==> config.mk <==
export PLATFORM = sky130hd
export DESIGN_NAME = rah_hash_tx_framer
export DESIGN_NICKNAME = d
export VERILOG_FILES = /design/src/rtl/rah_hash_tx_framer.sv
export SDC_FILE = /design/constraint.sdc
export NUM_CORES = 1
export LEC_CHECK = 0
export ABC_AREA = 1
export BUFFER_PORTS_ARGS = -buffer_cell sky130_fd_sc_hd__buf_2
export CELL_PAD_IN_SITES_DETAIL_PLACEMENT = 1
export CELL_PAD_IN_SITES_GLOBAL_PLACEMENT = 2
export CORE_MARGIN = 2
export CORE_UTILIZATION = 40
export DETAILED_ROUTE_END_ITERATION = 8
export GPL_ROUTABILITY_DRIVEN = 0
export PLACE_DENSITY_LB_ADDON = 0.1
export SETUP_SLACK_MARGIN = 0.02
export SLEW_MARGIN = 0
export SYNTH_ARGS = -nofsm -noshare
export SYNTH_HDL_FRONTEND = slang
export SYNTH_SLANG_ARGS = --single-unit
==> constraint.sdc <==
create_clock -name clk -period 5.1 [get_ports clk]
set_clock_uncertainty 0.15 [all_clocks]
set_input_delay 0.765 -clock clk [delete_from_list [all_inputs] [get_ports clk]]
set_output_delay 0.765 -clock clk [all_outputs]
set_load 0.05 [all_outputs]
==> src/rtl/rah_hash_tx_framer.sv <==
// rtl/rah_hash_tx_framer.sv - frames hash payload words into RAH transmit packets
//
// Buffers payload words from the hash bridge in a FIFO. Once a full frame's
// worth is buffered, it sends a header word, then WORDS_PER_FRAME payload
// words. When the macro RAH_TX_CHECKSUM_EN is defined, it also sends an XOR
// checksum trailer word.
//
// Ports:
//   clk        - single clock
//   rst        - synchronous active-high reset
//   send_data  - strobe qualifying wrdata
//   wrdata     - payload word [DATA_WIDTH]
//   tx_valid   - tx_data valid toward transmit link (registered)
//   tx_data    - framed output word [DATA_WIDTH] (registered)
//   tx_ready   - link accepts tx_data this cycle
//   overflow   - sticky, set when a word is dropped on a full FIFO
//   frame_seq  - sequence number of the next frame to be sent
//
// Optional feature macro: RAH_TX_CHECKSUM_EN (checksum trailer word)
module rah_hash_tx_framer #(
  parameter int         DATA_WIDTH      = 48,
  parameter int         WORDS_PER_FRAME = 6,
  parameter int         FIFO_DEPTH      = 16,
  parameter logic [7:0] APP_ID          = 8'h01
) (
  input  logic                  clk,
  input  logic                  rst,
  input  logic                  send_data,
  input  logic [DATA_WIDTH-1:0] wrdata,
  output logic                  tx_valid,
  output logic [DATA_WIDTH-1:0] tx_data,
  input  logic                  tx_ready,
  output logic                  overflow,
  output logic [7:0]            frame_seq
);

  localparam int PTR_W = $clog2(FIFO_DEPTH);
  localparam int CNT_W = $clog2(FIFO_DEPTH + 1);
  localparam int WC_W  = $clog2(WORDS_PER_FRAME + 1);

  localparam logic [CNT_W-1:0] CNT_FULL  = CNT_W'(FIFO_DEPTH);
  localparam logic [CNT_W-1:0] CNT_FRAME = CNT_W'(WORDS_PER_FRAME);
  localparam logic [WC_W-1:0]  WC_LAST   = WC_W'(WORDS_PER_FRAME - 1);

`ifdef RAH_TX_CHECKSUM_EN
  typedef enum logic [1:0] {S_IDLE, S_HEADER, S_PAYLOAD, S_TRAILER} state_t;
`else
  typedef enum logic [1:0] {S_IDLE, S_HEADER, S_PAYLOAD} state_t;
`endif

  state_t                state, state_n;
  logic [DATA_WIDTH-1:0] mem [FIFO_DEPTH];
  logic [PTR_W-1:0]      wr_ptr, rd_ptr;
  logic [CNT_W-1:0]      count;
  logic [WC_W-1:0]       word_cnt, word_cnt_n;
  logic                  tx_valid_n;
  logic [DATA_WIDTH-1:0] tx_data_n;
  logic                  push, pop, xfer, seq_inc;
`ifdef RAH_TX_CHECKSUM_EN
  logic [DATA_WIDTH-1:0] checksum, checksum_n;
`endif

  // Fullness uses the pre-edge count, so a word arriving on a full FIFO is
  // dropped even if a pop frees a slot on the same edge.
  assign push = send_data && (count < CNT_FULL);
  assign xfer = tx_valid && tx_ready;

  always_comb begin
    state_n    = state;
    tx_valid_n = tx_valid;
    tx_data_n  = tx_data;
    word_cnt_n = word_cnt;
    pop        = 1'b0;
    seq_inc    = 1'b0;
`ifdef RAH_TX_CHECKSUM_EN
    checksum_n = checksum;
`endif
    case (state)
      S_IDLE: begin
        if (count >= CNT_FRAME) begin
          state_n    = S_HEADER;
          tx_valid_n = 1'b1;
          tx_data_n  = DATA_WIDTH'({8'hA5, APP_ID, frame_seq,
                                    8'(WORDS_PER_FRAME), 16'h0000});
`ifdef RAH_TX_CHECKSUM_EN
          checksum_n = '0;
`endif
        end
      end
      S_HEADER: begin
        // A whole frame is already buffered, so the FIFO head is valid.
        if (xfer) begin
          state_n    = S_PAYLOAD;
          tx_data_n  = mem[rd_ptr];
          word_cnt_n = '0;
        end
      end
      S_PAYLOAD: begin
        if (xfer) begin
          pop = 1'b1;
`ifdef RAH_TX_CHECKSUM_EN
          checksum_n = checksum ^ tx_data;
`endif
          if (word_cnt == WC_LAST) begin
`ifdef RAH_TX_CHECKSUM_EN
            state_n   = S_TRAILER;
            tx_data_n = checksum ^ tx_data;
`else
            state_n    = S_IDLE;
            tx_valid_n = 1'b0;
            seq_inc    = 1'b1;
`endif
          end else begin
            // Prefetch the word behind the one being popped.
            word_cnt_n = word_cnt + 1'b1;
            tx_data_n  = mem[rd_ptr + 1'b1];
          end
        end
      end
`ifdef RAH_TX_CHECKSUM_EN
      S_TRAILER: begin
        if (xfer) begin
          state_n    = S_IDLE;
          tx_valid_n = 1'b0;
          seq_inc    = 1'b1;
        end
      end
`endif
      default: state_n = S_IDLE;
    endcase
  end

  always_ff @(posedge clk) begin
    if (rst) begin
      state     <= S_IDLE;
      wr_ptr    <= '0;
      rd_ptr    <= '0;
      count     <= '0;
      word_cnt  <= '0;
      tx_valid  <= 1'b0;
      tx_data   <= '0;
      overflow  <= 1'b0;
      frame_seq <= 8'h00;
`ifdef RAH_TX_CHECKSUM_EN
      checksum  <= '0;
`endif
    end else begin
      state    <= state_n;
      word_cnt <= word_cnt_n;
      tx_valid <= tx_valid_n;
      tx_data  <= tx_data_n;
`ifdef RAH_TX_CHECKSUM_EN
      checksum <= checksum_n;
`endif
      if (push) wr_ptr <= wr_ptr + 1'b1;
      if (pop)  rd_ptr <= rd_ptr + 1'b1;
      case ({push, pop})
        2'b10:   count <= count + 1'b1;
        2'b01:   count <= count - 1'b1;
        default: count <= count;
      endcase
      if (send_data && !push) overflow <= 1'b1;
      if (seq_inc) frame_seq <= frame_seq + 8'h01;
    end
  end

  // Storage array carries no reset; pointers define its valid region.
  always_ff @(posedge clk) begin
    if (push && !rst) mem[wr_ptr] <= wrdata;
  end

endmodule

==> flow_summary.toml <==
[yosys]
synth_seq_cells = 848
yosys_warnings = 0
yosysTopAreaCell = "edfxtp_1"
ys_seq_area_frac = 0.572
syn_inst = 4785
synth_top_area_share = 0.534
syn_nets = 4852
avgSynthCellArea_sq_um = 9.02
synth_cell_types = 39
syn_area_sq_mm = 0.0432
synthTopCellsByArea = "edfxtp_1, nand2_1, o211ai_1, nand3_1, inv_1"

[cells_and_area]
postLayoutCellArea_sq_mm = 0.0483
post-route-util = 0.451
num-nets-final = 4790
seqCellArea_sq_mm = 0.0247
area_delta_synth_final_pct = 11.9
nFillCells = 12200
final_common_cell = "nand2_1"
most-common-layout-cells = "nand2_1, edfxtp_1, inv_1"
drive_gt1_frac = 0.0938
multi_input_area_sq_mm = 0.0150

[detailed_routing]
drc_errors = 0
viasPerCell = 5.58
wl_um = 153000
met3_length_um = 7350
drt-pass1-iter-count = 5
top_layer_used = "met5"
first_iter_violations = 2198
wl_per_cell_um = 24.7
dr_wl_met2_um = 71800
num_vias = 34700
m1WireLength_um = 71300
postRouteAntennaNets = 0

[critical_path]
critPathKind = "flip-flop to flip-flop"
reg2reg_slack_ps = 1650
critPathLaunchType = "flip-flop"
cp.required_ps = 5540
crit_path_end_kind = "flip-flop"
arrival_ps = 3880
crit_fanout = 34

[global_route]
grt_usage = 0.275
antenna_found_initial = 5
grt_max_degree = 164
grt_first_pass_wirelength_um = 229000
grt_pass1_vias = 35200
gr-total-overflow = 0

[floorplanning]
dieHeight_um = 332
initial_core_util = 0.403
rows = 120
ios = 110
fp.dieArea_sq_mm = 0.111
coreArea_sq_mm = 0.107
die-width_um = 332

[timing]
fmax_mhz = 290
rsz0062_at_grt = "false"
relSlewSlack = 0.296
fin_setup_tns_ps = 0
period_share = 0.676
finalMaxSlewViolations = 0
fin_crit_ps = 3450
setup_ws_ps = 1650
setup_viol = 0
timing.hold.ws_ps = 212
tightest_slew_ps = 1060
final-hold-violation-count = 0

[flow_run]
maxCapViolCount = 0

[outcome]
status = "finished clean"

[cts]
clk_pin_slew_ps = 60
numCtsBuffers = 100
cts_resized = 0
cts_tree = "yes"
cts_max_level = 3
clock_path_buffers = 3
clock_latency_ps = 690
postCtsHoldBufs = 0
cts_root_buf = "clkbuf_16"
cts_setup_buffers = 0
cts.sinks = 848

[place]
pre_cts_slack_ps = 1450
dpl_cell_area_sq_mm = 0.0447
dpl.hpwl_um = 85400
io_buffers = 109

[min_path]
hold_path_class = "primary input to flip-flop"

[power_and_ir_drop]
irDropWorstVdd_mv = 0.292
power_density_mw_per_mm2 = 386
p_leak_nw = 18.5
-- worst max-delay path, cell delays in order (launching register included) --
cell and delay (ps):
dfxtp_1 330, inv_1 130, ha_1 160, buf_4 350
inv_2 240, nor2_1 270, nor3_2 90, nand2_2 90
buf_4 600, inv_2 470, nor2_1 200, nor2_1 70
o21ai_1 110, inv_1 50
-- synthesized netlist by cell type --
library cell and n:
o211ai_2 1, o211ai_1 352, a21oi_2 64, a211oi_1 1
xnor2_1 2, o21ai_1 77, buf_4 16, buf_12 1
buf_6 27, ha_1 15, buf_1 20, nand4_1 1
nor4_2 1, edfxtp_1 768, nor2_1 77, nor4_1 1
clkinv_1 1, nor3_1 4, inv_2 5, clkbuf_1 106
inv_4 2, nand2_1 1527, inv_1 483, clkbuf_2 3
buf_8 2, nand3_2 1, xor2_1 7, a21oi_1 222
o21ai_0 263, dfxtp_1 80, nand3_1 477, xor2_2 1
nor3_2 1, nand2_2 1, nand3b_1 1, o21bai_1 1
buf_2 171, clkinv_2 1, nor2_2 1
-- final timing paths --
kind / startpoint / endpoint / cells after the start
worst min register to register: tx_data[39]$_SDFFE_PP0P_ / tx_data[39]$_SDFFE_PP0P_ / 2
worst max register to register: state[0]$_SDFFE_PP0P_ / tx_data[17]$_SDFFE_PP0P_ / 13
worst min-delay path: send_data / overflow$_SDFFE_PP0P_ / 3
worst max-delay path: state[0]$_SDFFE_PP0P_ / tx_data[17]$_SDFFE_PP0P_ / 13
-- sequential cells by signal (all words and copies together) (netlist names), 2 cells and up, named ones only --
signal / count
wr_ptr: 4
count: 5
mem: 768
tx_data: 48
state: 2
rd_ptr: 4
frame_seq: 8
word_cnt: 3
-- routing by layer --
metal	GRT usage	vias up
li1	-	16200
met1	0.388	17500
met2	0.456	841
met3	0.0301	175
met4	0.0580	4
met5	0	-
-- report_power, final --
| part | internal [W] | switching [W] | leakage (nW) |
|---|---|---|---|
| Clock | 0.00474 | 0.00302 | 1.75 |
| Combinational | 0.000757 | 0.00232 | 9.19 |
| Sequential | 0.00770 | 0.000114 | 7.57 |
-- metrics by stage --
| stage | power (W) | std cells |
|---|---|---|
| 2_1_floorplan | 0.00987 | 4785 |
| 3_3_place_gp | 0.0110 | 6024 |
| 3_5_place_dp | 0.0110 | 6024 |
| 4_1_cts | 0.0188 | 6213 |
| 5_1_grt | 0.0193 | 6213 |
| 6_report | 0.0186 | 6215 |
-- logic make-up after synthesis --
logic type / count (synthesis) / synth area share
buf+inv: 838 / 0.0851
xor+xnor: 10 / 0.00220
fa+ha+maj: 15 / 0.00435
flops: 848 / 0.572
compound gates: 981 / 0.140
simple gates: 2093 / 0.197
-- final cells by class --
cell class | instances | area share
flip-flops and latches | 848 | 0.511
clock inverters | 55 | 0.0151
multi-input cells | 3099 | 0.311
repair buffers | 182 | 0.0289
well taps | 1403 | 0.0364
clock buffers | 134 | 0.0585
diodes | 2 | 0.000104
inverters | 492 | 0.0392
No activity file was read; power rests on OpenSTA's default activity.
